$ cat config.mk
export PLATFORM = sky130hd
export DESIGN_NAME = uart_rx
export DESIGN_NICKNAME = d
export VERILOG_FILES = /design/src/rtl/uart_pkg.sv /design/src/rtl/uart_rx_sync.sv /design/src/rtl/uart_rx.sv
export SDC_FILE = /design/constraint.sdc
export NUM_CORES = 1
export LEC_CHECK = 0
export ABC_CLOCK_PERIOD_IN_PS = 4400
export CAP_MARGIN = 10
export CORE_ASPECT_RATIO = 0.6
export CORE_UTILIZATION = 40
export CTS_CLUSTER_SIZE = 16
export DETAILED_ROUTE_END_ITERATION = 8
export PLACE_DENSITY_LB_ADDON = 0.12
export SLEW_MARGIN = 15
export SYNTH_ARGS = -nofsm -noshare
export SYNTH_HDL_FRONTEND = slang
export SYNTH_SLANG_ARGS = --single-unit
$ cat constraint.sdc
create_clock -name clk -period 4.4 [get_ports clk]
set_input_delay 0.88 -clock clk [delete_from_list [all_inputs] [get_ports clk]]
set_output_delay 0.88 -clock clk [all_outputs]
set_load 0.02 [all_outputs]
$ cat src/rtl/uart_pkg.sv
// Shared UART definitions: receiver/transmitter FSM encoding, default line
// rate and clock, and the clocks-per-bit computation.
package uart_pkg;

  typedef enum logic [1:0] {
    IDLE  = 2'd0,
    START = 2'd1,
    DATA  = 2'd2,
    STOP  = 2'd3
  } uart_state_e;

  localparam int unsigned BAUD_DEF = 115_200;
  localparam int unsigned CLK_DEF  = 50_000_000;

  function automatic int unsigned bit_cnt(input int unsigned clk_hz, input int unsigned baud);
    return clk_hz / baud;
  endfunction

  localparam int unsigned BIT_CNT_DEF = bit_cnt(CLK_DEF, BAUD_DEF);

endpackage

$ cat src/rtl/uart_rx_sync.sv
// Two-flop synchroniser for the asynchronous serial line plus a one-cycle
// delayed copy used to detect falling edges.
module uart_rx_sync (
  input  logic clk,
  input  logic rst,
  input  logic rx,
  output logic rx_s,
  output logic fall
);

  logic meta_q, sync_q, dly_q;

  // Flops come out of reset at the idle level so release never looks like an edge.
  always_ff @(posedge clk or posedge rst) begin
    if (rst) begin
      meta_q <= 1'b1;
      sync_q <= 1'b1;
      dly_q  <= 1'b1;
    end else begin
      meta_q <= rx;
      sync_q <= meta_q;
      dly_q  <= sync_q;
    end
  end

  assign rx_s = sync_q;
  assign fall = ~sync_q & dly_q;

endmodule

$ cat src/rtl/uart_rx.sv
// 8N1 UART receiver. Define UART_RX_MAJORITY_EN to take every sample as the
// 2-of-3 majority of the synchronised line over the last three cycles.
module uart_rx
  import uart_pkg::*;
#(
  parameter int unsigned BAUD = BAUD_DEF,
  parameter int unsigned CLK  = CLK_DEF
) (
  input  logic       clk,
  input  logic       rst,
  input  logic       rx,
  output logic [7:0] po_data,
  output logic       po_flag,
  output logic       frame_err,
  output logic       rx_busy
);

  localparam int unsigned BIT_CNT = bit_cnt(CLK, BAUD);
  localparam int unsigned CW      = $clog2(BIT_CNT);
  localparam logic [CW-1:0] HALF_C = CW'(BIT_CNT / 2 - 1);
  localparam logic [CW-1:0] LAST_C = CW'(BIT_CNT - 1);

  logic rx_s, fall, samp;

  uart_rx_sync u_sync (
    .clk  (clk),
    .rst  (rst),
    .rx   (rx),
    .rx_s (rx_s),
    .fall (fall)
  );

`ifdef UART_RX_MAJORITY_EN
  logic [1:0] hist_q;

  // hist_q[0] is rx_s one cycle ago, hist_q[1] two cycles ago.
  always_ff @(posedge clk or posedge rst) begin
    if (rst) hist_q <= 2'b11;
    else     hist_q <= {hist_q[0], rx_s};
  end

  assign samp = (rx_s & hist_q[0]) | (rx_s & hist_q[1]) | (hist_q[0] & hist_q[1]);
`else
  assign samp = rx_s;
`endif

  uart_state_e   state_q, state_d;
  logic [CW-1:0] cnt_q, cnt_d;
  logic [2:0]    bit_q, bit_d;
  logic [7:0]    sh_q, sh_d;
  logic [7:0]    data_q, data_d;
  logic          flag_q, flag_d;
  logic          ferr_q, ferr_d;

  always_ff @(posedge clk or posedge rst) begin
    if (rst) begin
      state_q <= IDLE;
      cnt_q   <= '0;
      bit_q   <= '0;
      sh_q    <= '0;
      data_q  <= '0;
      flag_q  <= 1'b0;
      ferr_q  <= 1'b0;
    end else begin
      state_q <= state_d;
      cnt_q   <= cnt_d;
      bit_q   <= bit_d;
      sh_q    <= sh_d;
      data_q  <= data_d;
      flag_q  <= flag_d;
      ferr_q  <= ferr_d;
    end
  end

  always_comb begin
    state_d = state_q;
    cnt_d   = cnt_q;
    bit_d   = bit_q;
    sh_d    = sh_q;
    data_d  = data_q;
    flag_d  = 1'b0;
    ferr_d  = 1'b0;
    unique case (state_q)
      IDLE: begin
        if (fall) begin
          state_d = START;
          cnt_d   = '0;
        end
      end
      START: begin
        if (cnt_q == HALF_C) begin
          cnt_d   = '0;
          bit_d   = '0;
          state_d = samp ? IDLE : DATA;
        end else begin
          cnt_d = cnt_q + 1'b1;
        end
      end
      DATA: begin
        if (cnt_q == LAST_C) begin
          cnt_d = '0;
          sh_d  = {samp, sh_q[7:1]};
          bit_d = bit_q + 1'b1;
          if (bit_q == 3'd7) state_d = STOP;
        end else begin
          cnt_d = cnt_q + 1'b1;
        end
      end
      STOP: begin
        // Leave at mid stop bit so a start bit right after it is still caught.
        if (cnt_q == LAST_C) begin
          cnt_d   = '0;
          state_d = IDLE;
          if (samp) begin
            data_d = sh_q;
            flag_d = 1'b1;
          end else begin
            ferr_d = 1'b1;
          end
        end else begin
          cnt_d = cnt_q + 1'b1;
        end
      end
      default: state_d = IDLE;
    endcase
  end

  assign po_data   = data_q;
  assign po_flag   = flag_q;
  assign frame_err = ferr_q;
  assign rx_busy   = (state_q != IDLE);

endmodule

==> metrics.md <==
| Metric | Value |
|---|---|
| Outcome | finished, final reports clean |
| Met3 usage | 5.24% |
| Vias per std cell | 5.35 |
| Final instance area | 1920 µm² |
| Antenna Nets Post-Route | 0 |
| Slowest Stage Delay on Critical Path | 0.55 ns |
| Wirelength, routed | 3050 µm |
| Async S/R FF share, synth | 100% |
| CORE AREA | 3790 µm² |
| Clock net sink count | 35 |
| Maximum frequency from static timing analysis | 407 MHz |
| Count of yosys warnings during synthesis | 0 |
| Post-place instance area | 1820 µm² |
| Met2 Usage GRT | 23.3% |
| R2r worst-path depth | 5 |
| Tightest slew margin relative to the limit | 53.7% |
| Per-instance average area after synthesis | 11.4 µm² |
| Syn Nets | 151 |
| Post-route DRC | 0 |
| Max Cap Violations | 0 |
| Number of core rows | 17 |
| Antenna fix cells | 0 |
| Routability congestion estimate | 0.810 |
| Die Area | 4360 µm² |
| Slew Limit Fails | 0 |
| Total Routing Usage GR | 16.3% |
| Register area share after synthesis | 53.8% |
| Number of instances in the synthesized netlist | 143 |
| Number of global-route vias before repair | 1115 |
| Multi-input logic area | 718 µm² |
| Total Neg Setup Slack | 0 ns |
| Global-route wire length before repair | 5350 µm |
| Clock transition time at the flip-flop clock pins of the worst setup and hold paths | 0.07 ns |
| Skew final | 0.00754 ns |
| Critical path arrival | 1.58 ns |
| PD cells | 401 nW/µm² |
| Number of antenna violations at the first check in global routing | 0 |
| Total number of vias | 1119 |
| I/O pins | 14 |
| Worst min path class | register to register |
| Setup repair after global routing missed its margin | no |
| DR WL/cell | 14.6 µm |
| Pin count of the biggest net entering global routing | 36 |
| Fraction of final layout cells with drive strength greater than 1 | 21.0% |
| CP cell instances | or2_1 > clkdlybuf4s50_1 |
| Max Buffers Root-to-Sink | 2 |
| Hold Violations, Final | 0 |
| Iteration count of the initial detailed-routing pass | 4 |
| GRT overflow | 0 |
| Die width | 84.5 µm |
| Post-synth EDFFs | 0 |
| Synth cell types | 36 |
| Final core utilization | 50.7% |
| Startpoint-to-endpoint class of the critical path | register to primary output |
| Final setup vio count | 0 |
| Maximum fanout encountered on the critical timing path | 10 |
| Endpoint type of the worst setup path | primary output |
| CTS tree | built |
| Insertion delay of the later-clocked pin in the worst-skew pair | 0.28 ns |
| Pin slew with the least headroom to its limit | 0.695 ns |
| Commonest register cell after synthesis | sky130_fd_sc_hd__dfrtp_1 |
| Min Tclk post-route | 2.46 ns |
| Initial cell density of the core | 43.2% |
| Area used by sequential logic in the layout | 880 µm² |
| Input/output buffers | 13 |
| Post-synth design cell area | 1640 µm² |
| Flip-flop and latch count after synthesis | 35 |
| Worst Setup SP | state_q[0] |
| Detailed placement HPWL | 2130 µm |
| Worst EP required | 3.52 ns |
| Critical Path Sink | rx_busy |
| Maximum level of the CTS H-tree | 2 |
| Most used routing layer in global routing | met1 |
| Inserted Clock Buffers | 5 |
| Met1 track utilization from global routing | 23.4% |
| CP startpoint kind | register |
| Die outline height | 51.5 µm |
| Fill cell instance count of the final layout | 344 |
| Largest voltage drop on the vdd net | 208 µV |
| Nets | 169 |
| Number of resized instances in the post-cts repair step | 0 |
| Part of the cycle the worst path needs | 55.9% |
| Count of routing violations after the opening detailed-route iteration | 97 |
| Leakage power of the design | 0.879 nW |
| Launching point of the worst reg2reg path | cnt_q[1] |
| Crit path max-delay cell type | sky130_fd_sc_hd__clkdlybuf4s50_1 |
| Reg2reg end | sh_q[5] |
| Post-CTS setup buffer count | 0 |
| R2R Setup Slk | 2.39 ns |
| Hold bufs inserted after CTS | 0 |
| Master cell of the clock root buffer | sky130_fd_sc_hd__clkbuf_8 |
| Post-synthesis to final-layout area growth | 17.4% |
-- flip-flops by register name (all words and copies together), names as in the netlist, 3 cells and up, named ones only --
register and flops:
bit_q 3, cnt_q 9, sh_q 8, po_data 8
-- cells in the mapped netlist (2+ instances only) --
master	n	area (µm²)
sky130_fd_sc_hd__nor2_1	3	11.3
sky130_fd_sc_hd__nand3_1	5	25.0
sky130_fd_sc_hd__mux2_2	16	180
sky130_fd_sc_hd__nor4b_1	2	17.5
sky130_fd_sc_hd__nand2b_1	2	12.5
sky130_fd_sc_hd__nand2_1	19	71.3
sky130_fd_sc_hd__o21a_1	2	15.0
sky130_fd_sc_hd__nor3_1	5	25.0
sky130_fd_sc_hd__o22ai_1	4	25.0
sky130_fd_sc_hd__clkbuf_1	2	7.51
sky130_fd_sc_hd__o21ai_0	9	45.0
sky130_fd_sc_hd__o211ai_1	2	15.0
sky130_fd_sc_hd__dfrtp_1	32	801
sky130_fd_sc_hd__ha_1	5	62.6
sky130_fd_sc_hd__nor2b_1	3	18.8
sky130_fd_sc_hd__inv_1	6	22.5
sky130_fd_sc_hd__a21oi_1	5	25.0
sky130_fd_sc_hd__dfstp_2	3	78.8
-- routing by layer --
| layer | vias to the layer above | part of all wire, % |
|---|---|---|
| li1 | 545 | - |
| met1 | 544 | 52 |
| met2 | 28 | 42 |
| met3 | 2 | 5.2 |
| met4 | 0 | 0.46 |
| met5 | - | 0 |
-- metrics by stage --
stage | cells | worst slack [ns] | hold slack (ns) | power, W
6_report | 209 | 1.94 | 0.359 | 0.000771
3_5_place_dp | 201 | 2.24 | 0.349 | 0.000522
5_1_grt | 209 | 1.87 | 0.366 | 0.000822
4_1_cts | 209 | 1.93 | 0.360 | 0.000779
2_1_floorplan | 143 | 2.64 | 0.345 | 0.000483
3_3_place_gp | 201 | 2.26 | 0.348 | 0.000517
-- cell type report --
class,count,share of cell area (%)
Clock buffer,7,5.02
Clock inverter,1,0.391
Inverter,6,1.17
Multi-Input combinational cell,99,37.4
Sequential cell,35,45.8
Tap cell,47,3.06
Timing Repair Buffer,14,7.17
-- worst max-delay path, delay by kind of cell (launching register included) --
kind,cells,cell delay (ns)
simple gates,1,0.27
flops,1,0.48
buf+inv,1,0.55
-- logic make-up after synthesis --
family	count (synthesis)	share of synthesized area [%]
mux	17	11.6
xor+xnor	2	1.07
simple gates	48	17.1
buf+inv	9	2.30
fa+ha+maj	5	3.83
compound gates	27	10.3
flops	35	53.8
-- power by group --
part | internal [W] | total [W] | switching, W
Combinational | 0.0000525 | 0.000118 | 0.0000660
Sequential | 0.000351 | 0.000397 | 0.0000467
Clock | 0.000142 | 0.000255 | 0.000113
-- worst min path at each step --
stage / from / cells past startpoint / end / slack (ns)
after floorplan: u_sync.meta_q / 0 / u_sync.rx_s / 0.35
after global placement: u_sync.meta_q / 0 / u_sync.rx_s / 0.35
after detailed placement: u_sync.meta_q / 0 / u_sync.rx_s / 0.35
after CTS: u_sync.meta_q / 0 / u_sync.rx_s / 0.36
after global routing: u_sync.meta_q / 0 / u_sync.rx_s / 0.37
final: u_sync.meta_q / 0 / u_sync.rx_s / 0.36
-- cells in the final DEF (no fill, tap or decap), types with 2 or more instances in the layout --
master	count
sky130_fd_sc_hd__nor4b_1	2
sky130_fd_sc_hd__dfstp_2	3
sky130_fd_sc_hd__nor3_1	5
sky130_fd_sc_hd__nand3_1	5
sky130_fd_sc_hd__mux2_2	16
sky130_fd_sc_hd__nor2_1	3
sky130_fd_sc_hd__nor2b_1	3
sky130_fd_sc_hd__dfrtp_1	32
sky130_fd_sc_hd__a21oi_1	5
sky130_fd_sc_hd__o21ai_0	9
sky130_fd_sc_hd__o211ai_1	2
sky130_fd_sc_hd__o21a_1	2
sky130_fd_sc_hd__nand2_1	19
sky130_fd_sc_hd__o22ai_1	4
sky130_fd_sc_hd__inv_1	6
sky130_fd_sc_hd__clkbuf_8	7
sky130_fd_sc_hd__nand2b_1	2
sky130_fd_sc_hd__ha_1	5
sky130_fd_sc_hd__clkdlybuf4s50_1	13
Power figures use the tool's default switching activity.
